`src/rtl/alu_exec.sv`:
```
// alu_exec: single-stage ALU execute with an architectural flag register
// {c,o,s,z} and a valid/ready output buffer.
// Build option: define ALU_EXEC_SKID_EN for a 2-entry output buffer with a
// registered in_ready. Leave it undefined for a single output register with
// a combinational ready pass-through.
module alu_exec (
   input  logic        clk,
   input  logic        rst_n,
   input  logic        in_valid,
   output logic        in_ready,
   input  logic [2:0]  in_op,
   input  logic [17:0] in_s1,
   input  logic [17:0] in_s2,
   input  logic [3:0]  in_rd,
   input  logic        in_setf,
   input  logic        flags_wr,
   input  logic [3:0]  flags_wdata,
   output logic [3:0]  flags,
   output logic        out_valid,
   input  logic        out_ready,
   output logic [17:0] out_res,
   output logic [3:0]  out_rd,
   output logic [3:0]  out_flags
);

   typedef enum logic [2:0] {
      OP_AND   = 3'd0,
      OP_OR    = 3'd1,
      OP_XOR   = 3'd2,
      OP_SETHI = 3'd3,
      OP_ADD   = 3'd4,
      OP_SUB   = 3'd5,
      OP_ADDC  = 3'd6,
      OP_SUBC  = 3'd7
   } op_e;

   op_e         op;
   logic [17:0] b_opnd;
   logic        carry_in;
   logic        arith;
   logic [18:0] sum;
   logic        carry;
   logic        ovf;
   logic [17:0] new_res;
   logic [3:0]  new_flags;
   logic        accept;
   logic        consume;

   assign op      = op_e'(in_op);
   assign accept  = in_valid & in_ready;
   assign consume = out_valid & out_ready;

   // Result and flags of the offered op; subtraction is s1 + ~s2 + carry-in
   always_comb begin
      b_opnd   = in_s2;
      carry_in = 1'b0;
      arith    = 1'b0;
      sum      = '0;
      carry    = 1'b0;
      ovf      = 1'b0;
      new_res  = '0;
      case (op)
         OP_AND:   new_res = in_s1 & in_s2;
         OP_OR:    new_res = in_s1 | in_s2;
         OP_XOR:   new_res = in_s1 ^ in_s2;
         OP_SETHI: new_res = {in_s2[17:9], in_s1[8:0]};
         OP_ADD:   arith = 1'b1;
         OP_SUB: begin
            arith    = 1'b1;
            b_opnd   = ~in_s2;
            carry_in = 1'b1;
         end
         OP_ADDC: begin
            arith    = 1'b1;
            carry_in = flags[3];
         end
         OP_SUBC: begin
            arith    = 1'b1;
            b_opnd   = ~in_s2;
            carry_in = flags[3];
         end
         default:  new_res = '0;
      endcase
      if (arith) begin
         sum     = {1'b0, in_s1} + {1'b0, b_opnd} + {18'd0, carry_in};
         new_res = sum[17:0];
         carry   = sum[18];
         ovf     = (in_s1[17] == b_opnd[17]) & (new_res[17] != in_s1[17]);
      end
      new_flags = {carry, ovf, new_res[17], (new_res == 18'd0)};
   end

   // Flag register: a direct write overrides a same-edge flag-setting op
   always_ff @(posedge clk or negedge rst_n) begin
      if (!rst_n) begin
         flags <= '0;
      end else if (flags_wr) begin
         flags <= flags_wdata;
      end else if (accept && in_setf) begin
         flags <= new_flags;
      end
   end

`ifdef ALU_EXEC_SKID_EN
   logic        skid_valid;
   logic [17:0] skid_res;
   logic [3:0]  skid_rd;
   logic [3:0]  skid_flags;
   logic        out_valid_next;
   logic        skid_valid_next;
   logic        load_out;
   logic        move_skid;
   logic        load_skid;

   // Occupancy and data-movement decisions for the two-entry buffer
   always_comb begin
      out_valid_next  = out_valid;
      skid_valid_next = skid_valid;
      if (accept && !consume) begin
         if (out_valid) begin
            skid_valid_next = 1'b1;
         end else begin
            out_valid_next = 1'b1;
         end
      end else if (consume && !accept) begin
         if (skid_valid) begin
            skid_valid_next = 1'b0;
         end else begin
            out_valid_next = 1'b0;
         end
      end
      move_skid = consume & skid_valid;
      load_out  = accept & (consume ? ~skid_valid : ~out_valid);
      load_skid = accept & ((consume & skid_valid) | (~consume & out_valid));
   end

   // Buffer state; in_ready is registered from the next occupancy
   always_ff @(posedge clk or negedge rst_n) begin
      if (!rst_n) begin
         out_valid  <= 1'b0;
         skid_valid <= 1'b0;
         in_ready   <= 1'b1;
         out_res    <= '0;
         out_rd     <= '0;
         out_flags  <= '0;
         skid_res   <= '0;
         skid_rd    <= '0;
         skid_flags <= '0;
      end else begin
         out_valid  <= out_valid_next;
         skid_valid <= skid_valid_next;
         in_ready   <= ~(out_valid_next & skid_valid_next);
         if (move_skid) begin
            out_res   <= skid_res;
            out_rd    <= skid_rd;
            out_flags <= skid_flags;
         end else if (load_out) begin
            out_res   <= new_res;
            out_rd    <= in_rd;
            out_flags <= new_flags;
         end
         if (load_skid) begin
            skid_res   <= new_res;
            skid_rd    <= in_rd;
            skid_flags <= new_flags;
         end
      end
   end
`else
   assign in_ready = ~out_valid | out_ready;

   // Single output register; an accept replaces whatever is being consumed
   always_ff @(posedge clk or negedge rst_n) begin
      if (!rst_n) begin
         out_valid <= 1'b0;
         out_res   <= '0;
         out_rd    <= '0;
         out_flags <= '0;
      end else if (accept) begin
         out_valid <= 1'b1;
         out_res   <= new_res;
         out_rd    <= in_rd;
         out_flags <= new_flags;
      end else if (consume) begin
         out_valid <= 1'b0;
      end
   end
`endif

endmodule
```
`config.mk`:
```
export PLATFORM = sky130hd
export DESIGN_NAME = alu_exec
export DESIGN_NICKNAME = d
export VERILOG_FILES = /design/src/rtl/alu_exec.sv
export SDC_FILE = /design/constraint.sdc
export NUM_CORES = 1
export LEC_CHECK = 0
export BUFFER_PORTS_ARGS = -buffer_cell sky130_fd_sc_hd__buf_2
export CAP_MARGIN = 20
export CORE_ASPECT_RATIO = 0.8
export CORE_UTILIZATION = 56
export DETAILED_ROUTE_END_ITERATION = 8
export PLACE_DENSITY = 0.89
export SLEW_MARGIN = 20
export SYNTH_ARGS = -nofsm -noshare
export SYNTH_HDL_FRONTEND = slang
export SYNTH_SLANG_ARGS = --single-unit
```
`constraint.sdc`:
```
create_clock -name clk -period 4.44 [get_ports clk]
set_input_delay 0.444 -clock clk [delete_from_list [all_inputs] [get_ports clk]]
set_output_delay 0.444 -clock clk [all_outputs]
set_load 0.01 [all_outputs]
```
# ---- Yosys cells after proc, flatten, opt, wreduce, memory -nomap -nowiden
# Cells that the tools add are included.
dict set report totals {
  in_bits 53
  romBits 0
  mem_bits_rw 0
  output_inout_bits 32
  memories 0
  latchBits 0
  ff_bits 31
}
dict set report classes {
  n_mul 0
  n_div 0
  eq_ne 9
  add_sub_neg 2
  shifts 0
  n_mux 11
  magnitude_cmp 0
  bitwise_logic 9
  reduce_logical 8
}
# op n
set op_table {}
lappend op_table {{$pmux W18 S4} 1}
lappend op_table {{$mux W18} 2}
lappend op_table {{$add A18 B18 Y19} 1}
lappend op_table {{$add A19 B1 Y19} 1}
lappend op_table {{$and A18 B18 Y18} 1}
lappend op_table {{$logic_not A18 Y1} 1}
lappend op_table {{$not A18 Y18} 1}
lappend op_table {{$or A18 B18 Y18} 1}
lappend op_table {{$xor A18 B18 Y18} 1}
lappend op_table {{$eq A3 B3 Y1 const B} 4}
lappend op_table {{$mux W4} 2}
lappend op_table {{$eq A3 B2 Y1 const B} 2}
lappend op_table {{$mux W1} 5}
lappend op_table {{$reduce_bool A2 Y1} 2}
lappend op_table {{$reduce_or A2 Y1} 2}
lappend op_table {{$reduce_or A4 Y1} 1}
lappend op_table {{$and A1 B1 Y1} 3}
lappend op_table {{$eq A3 B1 Y1 const B} 1}
lappend op_table {{$logic_not A3 Y1} 1}
lappend op_table {{$pmux W1 S2} 1}
lappend op_table {{$eq A1 B1 Y1} 1}
lappend op_table {{$logic_and A1 B1 Y1} 1}
lappend op_table {{$ne A1 B1 Y1} 1}
lappend op_table {{$not A1 Y1} 1}
lappend op_table {{$or A1 B1 Y1} 1}

# ---- Depth between registers and ports, before layout
dict set report depth {
  ltp_word 10
  ltp_mapped 16
}

# ---- Least setup slack after synthesis
# Ideal clock, no wire load.
dict set report synth_timing {
  path_type {input to register}
  from {input port in_op[0]}
  to {register flags[0]}
  arrival_time_ns 4.351
  stages 15
  setup_ns 0.077
  path_slack_ns 0.011
  path_cell_list {buf_1 -> clkbuf_1 -> nand2_1 -> xnor2_1 -> fa_1 -> fa_1 -> nand2b_1 -> a21oi_1 -> o21ai_0 -> and4_1 -> a211oi_1 -> or3b_2 -> nor4_4 -> nand4_1 -> a21oi_1}
}
dict set report synth_via {
  elab_chain_len 9
}
# item line
set synth_rtl {}
lappend synth_rtl {{from (decl)} 11} ;# input logic [2:0] in_op,
lappend synth_rtl {{$eq A3 B3 Y1} 62} ;# case (op)
lappend synth_rtl {{$reduce_or A2 Y1 (no source line)} n/a}
lappend synth_rtl {{$mux W18} n/a}
lappend synth_rtl {{$add A18 B18 Y19} 85} ;# sum = {1'b0, in_s1} + {1'b0, b_opnd} + {18'd0, carry_in};
lappend synth_rtl {{$add A19 B1 Y19} 85}
lappend synth_rtl {{$mux W18 *} 84} ;# if (arith) begin
lappend synth_rtl {{$logic_not A18 Y1 *} 90} ;# new_flags = {carry, ovf, new_res[17], (new_res == 18'd0)};
lappend synth_rtl {{$mux W4 *} 99} ;# end else if (accept && in_setf) begin
lappend synth_rtl {{$mux W4 *} 97} ;# end else if (flags_wr) begin
lappend synth_rtl {{to (signal assigned)} 98} ;# flags <= flags_wdata;
lappend synth_rtl {{to (signal assigned)} 100} ;# flags <= new_flags;
lappend synth_rtl {{to (decl)} 18} ;# output logic [3:0] flags,
# Mark *: on every way between the ends. The rest lies on a longest branch, timed or not. The select of a mux whose other input is x is not followed.
# A chain may end at the register's enable or synchronous reset.

# ---- Worst setup path after layout
dict set report layout_timing {
  from {register flags[3]}
  to {register flags[0]}
}
dict set report layout_via {
  elab_chain_len 6
}
# item line
set layout_rtl {}
lappend layout_rtl {{$pmux W1 S2} 62}
lappend layout_rtl {{$add A19 B1 Y19} 85}
lappend layout_rtl {{$mux W18} 84}
lappend layout_rtl {{$logic_not A18 Y1} 90}
lappend layout_rtl {{$mux W4} 99}
lappend layout_rtl {{$mux W4} 97}
# Every way passes these cells. The select of a mux whose other input is x is not followed.

==> impl_results.md <==
* Post-synthesis adder-cell area fraction at 0.189
* Pre-antenna DRT Iters at 4
* Die Width at approximately 93 µm
* Nature of the critical path endpoint: register
* Register area share after synthesis at 0.202
* RSZ-0062 raised after global routing: false
* Number of hold violations in the final report at 0
* Post-synthesis compound-gate area fraction at 0.164
* Skew final at 0.00431 ns
* Initial DRC Count at between 150 and 200
* Total congestion overflow at 0
* Static leakage at 2.22 nW
* Reg clk slew, reported paths at 0.06 ns
* Slowest Stage Delay on Critical Path at 0.52 ns
* Reg2reg path depth at 13
* Top-Level Pins at 85
* R2R setup slack at 0.70 ns
* Die area at 0.00696 mm²
* TNS Setup at 0 ns
* CP Capture Point: flags[0]
* GP Congestion at 0.860
* Design area at 0.00427 mm²
* CP startpoint kind: register
* Critical Path, Cell by Cell: mux2_2 > nand2_1 > fa_1 > fa_1 > nand2b_1 > a21oi_1 > o21ai_0 > and4_1 > a211oi_1 > or3b_2 > nor4_4 > nand4_1 > a21oi_1
* Area after DPL at 0.00418 mm²
* Data required, critical path at 4.64 ns
* Final setup vio count at 0
* Final wirelength at 8.92 mm
* Syn Nets at 547
* Yosys Warn Count at 0
* Max-slew headroom at 0.428
* Outcome: finished clean
* Row count at 26
* Most common cell in the synthesized netlist: nand2_1
* Largest net degree at the start of global routing at 32
* Clock Latency Late Sink at 0.28 ns
* Post-synth top cells: 68 x nand2_1, 57 x inv_1, 53 x ha_1
* CP Max Fanout at 3
* Vias in the first global route at 3187
* Slew of the pin with the lowest slew margin at approximately 0.86 ns
* Yosys top cell by area: dfrtp_1
* CP arrival at around 4 ns
* Worst setup path startpoint: flags[3]
* Routed via count at 3402
* Root Driver: clkbuf_8
* Slew Limit Fails at 0
* CP bufs+invs at 0
* Peak VDD IR at between 0.1 and 0.15 mV
* Min-delay worst type: primary input to async pin
* DP Wirelength at just over 7 mm
* CTS HTree Levels at 2
* Netlist Area Pre-Place at roughly 0.0037 mm²
* Async SR Flop Fraction at 1.00
* Syn Inst Count at 439
* Synthesized area per cell at 8.46 µm²
* CTS max path bufs at 2
* FF-to-FF End: flags[0]
* Top post-synthesis cells by area: dfrtp_1 20%, ha_1 18%, nand2_1 6.9%
* Max Fclk at approximately 0.27 GHz
* First-pass GRT wire length at 14.3 mm
* Slowest cell on the critical path: or3b_2
* Period minus WS final at between 3 and 4 ns
* CTS tree: done
* Routed WL per cell at 14.9 µm
* Share of the synthesized area in the top cell type at 0.202
* Number of max-cap violations at 0
* Synth Area in Simple Gates at 0.171
* # Post-CTS Setup Buffers at 0
* Final Net Count at ~620
* Synth Area in XOR/XNOR at 0.0542
* Power density over the cells at 263 mW/mm²
* Diode count at 0
* Vias per inst at 5.68
* Cell count along the critical path at 13
* Final ANT Viol Nets at 0
* Number of synthesized flops with an enable pin at 0
* DRC viols at 0
* Synth cell types at 54
* Die Y at between 70 and 80 µm
* Period utilisation layout at 0.843
* Ys flop type: dfrtp_1
* Buffers on Ports at 84
* Tot Pwr at between 1 and 1.5 mW
* Sinks on Clock Net at 30
* Starting Density at 0.579
* Worst R2R Start: flags[3]
* Crit path max-delay family: simple AND/OR/NAND/NOR gates
* Core area at 0.00641 mm²
* GRT Overall Usage at 0.262
* CTS Hold Bufs at 0
* Area Overhead vs Synth at 15.1%
* WS Path Type: register to register
* Largest family of logic cells by synthesized area: adder cells
* Initial antenna violation count at 0
* Mux contribution to synthesized area at 0.133
* Total CTS buffers at 5
* Layout fillers at 540
* Seq cells post-synth at 30
* Share of cells above drive strength 1 at 0.231
* # resized after CTS at 0
## placed cells by master, fill, tap and decap left out, types with 2 or more instances in the layout
cell      instances
dfrtp_1          30
nand4_1           7
xnor2_1          20
buf_4             6
xor2_1            3
a22oi_1           2
nand3_1           5
o21ai_0          28
clkbuf_8          6
nand2_1          68
a21o_1            7
a2111o_1          2
mux2_2            5
buf_2            84
a211oi_1          4
nor2b_1           3
a31oi_1           6
a211o_1           2
inv_1            57
ha_1             53
o211ai_1          2
and2_1            6
mux4_2           11
o31ai_1           4
nor3b_1           2
nand2b_1          9
mux2i_1           6
mux4_1            5
nor2_1           21
o21a_1            4
and3_1            2
fa_1              2
a21oi_1          18
o22ai_1           2
nor3_1            4
## worst reg2reg max path: cells and delay by family (launching register included)
kind | cells | cell delay, ns
DFF | 1 | 0.45
AOI/OAI and AO/OA | 4 | 0.84
and+or+nand+nor | 6 | 1.38
adders and majority gates | 2 | 0.83
muxes | 1 | 0.19
## worst min-delay path by stage
stage | start | to | slack [ns]
3_5_place_dp | out_rd[3] | out_rd[3] | 0.47
3_3_place_gp | out_rd[0] | out_rd[0] | 0.45
2_1_floorplan | rst_n | flags[0] | 0.15
6_report | rst_n | flags[2] | 0.19
4_1_cts | rst_n | flags[1] | 0.21
5_1_grt | rst_n | out_res[16] | 0.24
## through the flow
stage	utilization	hold slack, ns	std cells	worst slack, ns
after floorplan	-	0.148	439	0.0113
after CTS	0.667	0.215	599	0.723
final	0.667	0.185	599	0.695
after global routing	0.667	0.241	599	0.472
after detailed placement	0.653	0.465	591	0.466
after global placement	0.653	0.454	591	0.631
## report_power, final
| part | switching, mW | total [mW] | internal [mW] | leakage [nW] |
|---|---|---|---|---|
| Clock | 0.101 | 0.226 | 0.125 | 0.0482 |
| Sequential | 0.0274 | 0.349 | 0.321 | 0.367 |
| Combinational | 0.310 | 0.547 | 0.238 | 1.81 |
## registers in the layout, indices dropped and copies added (netlist names)
register and count:
flags 4, out_flags 4, out_rd 4, out_res 17, out_valid 1
## layout make-up
type / count / area (µm²) / area share
clock inverter: 1 / 5.00 / 0.00117
sequential: 30 / 751 / 0.176
inverter: 58 / 218 / 0.0509
tap: 84 / 105 / 0.0246
clock buffer: 7 / 86.3 / 0.0202
timing repair buffer: 90 / 465 / 0.109
multi-input combinational: 329 / 2640 / 0.619
## routing by layer
metal | vias to the layer above | global-route usage | share of wire
met5 | - | 0 | 0
met4 | 0 | 0.0650 | 0.018
met3 | 15 | 0.0374 | 0.036
met2 | 94 | 0.481 | 0.50
met1 | 1629 | 0.331 | 0.45
li1 | 1664 | - | -
## cells by family after synthesis
logic type	Yosys count
buffers and inverters	80
multiplexers	27
flip-flops	30
AO/OA/AOI/OAI	90
AND/OR/NAND/NOR	134
XOR/XNOR	23
adder cells (fa/ha/maj)	55
(Power assumes the default switching activity.)
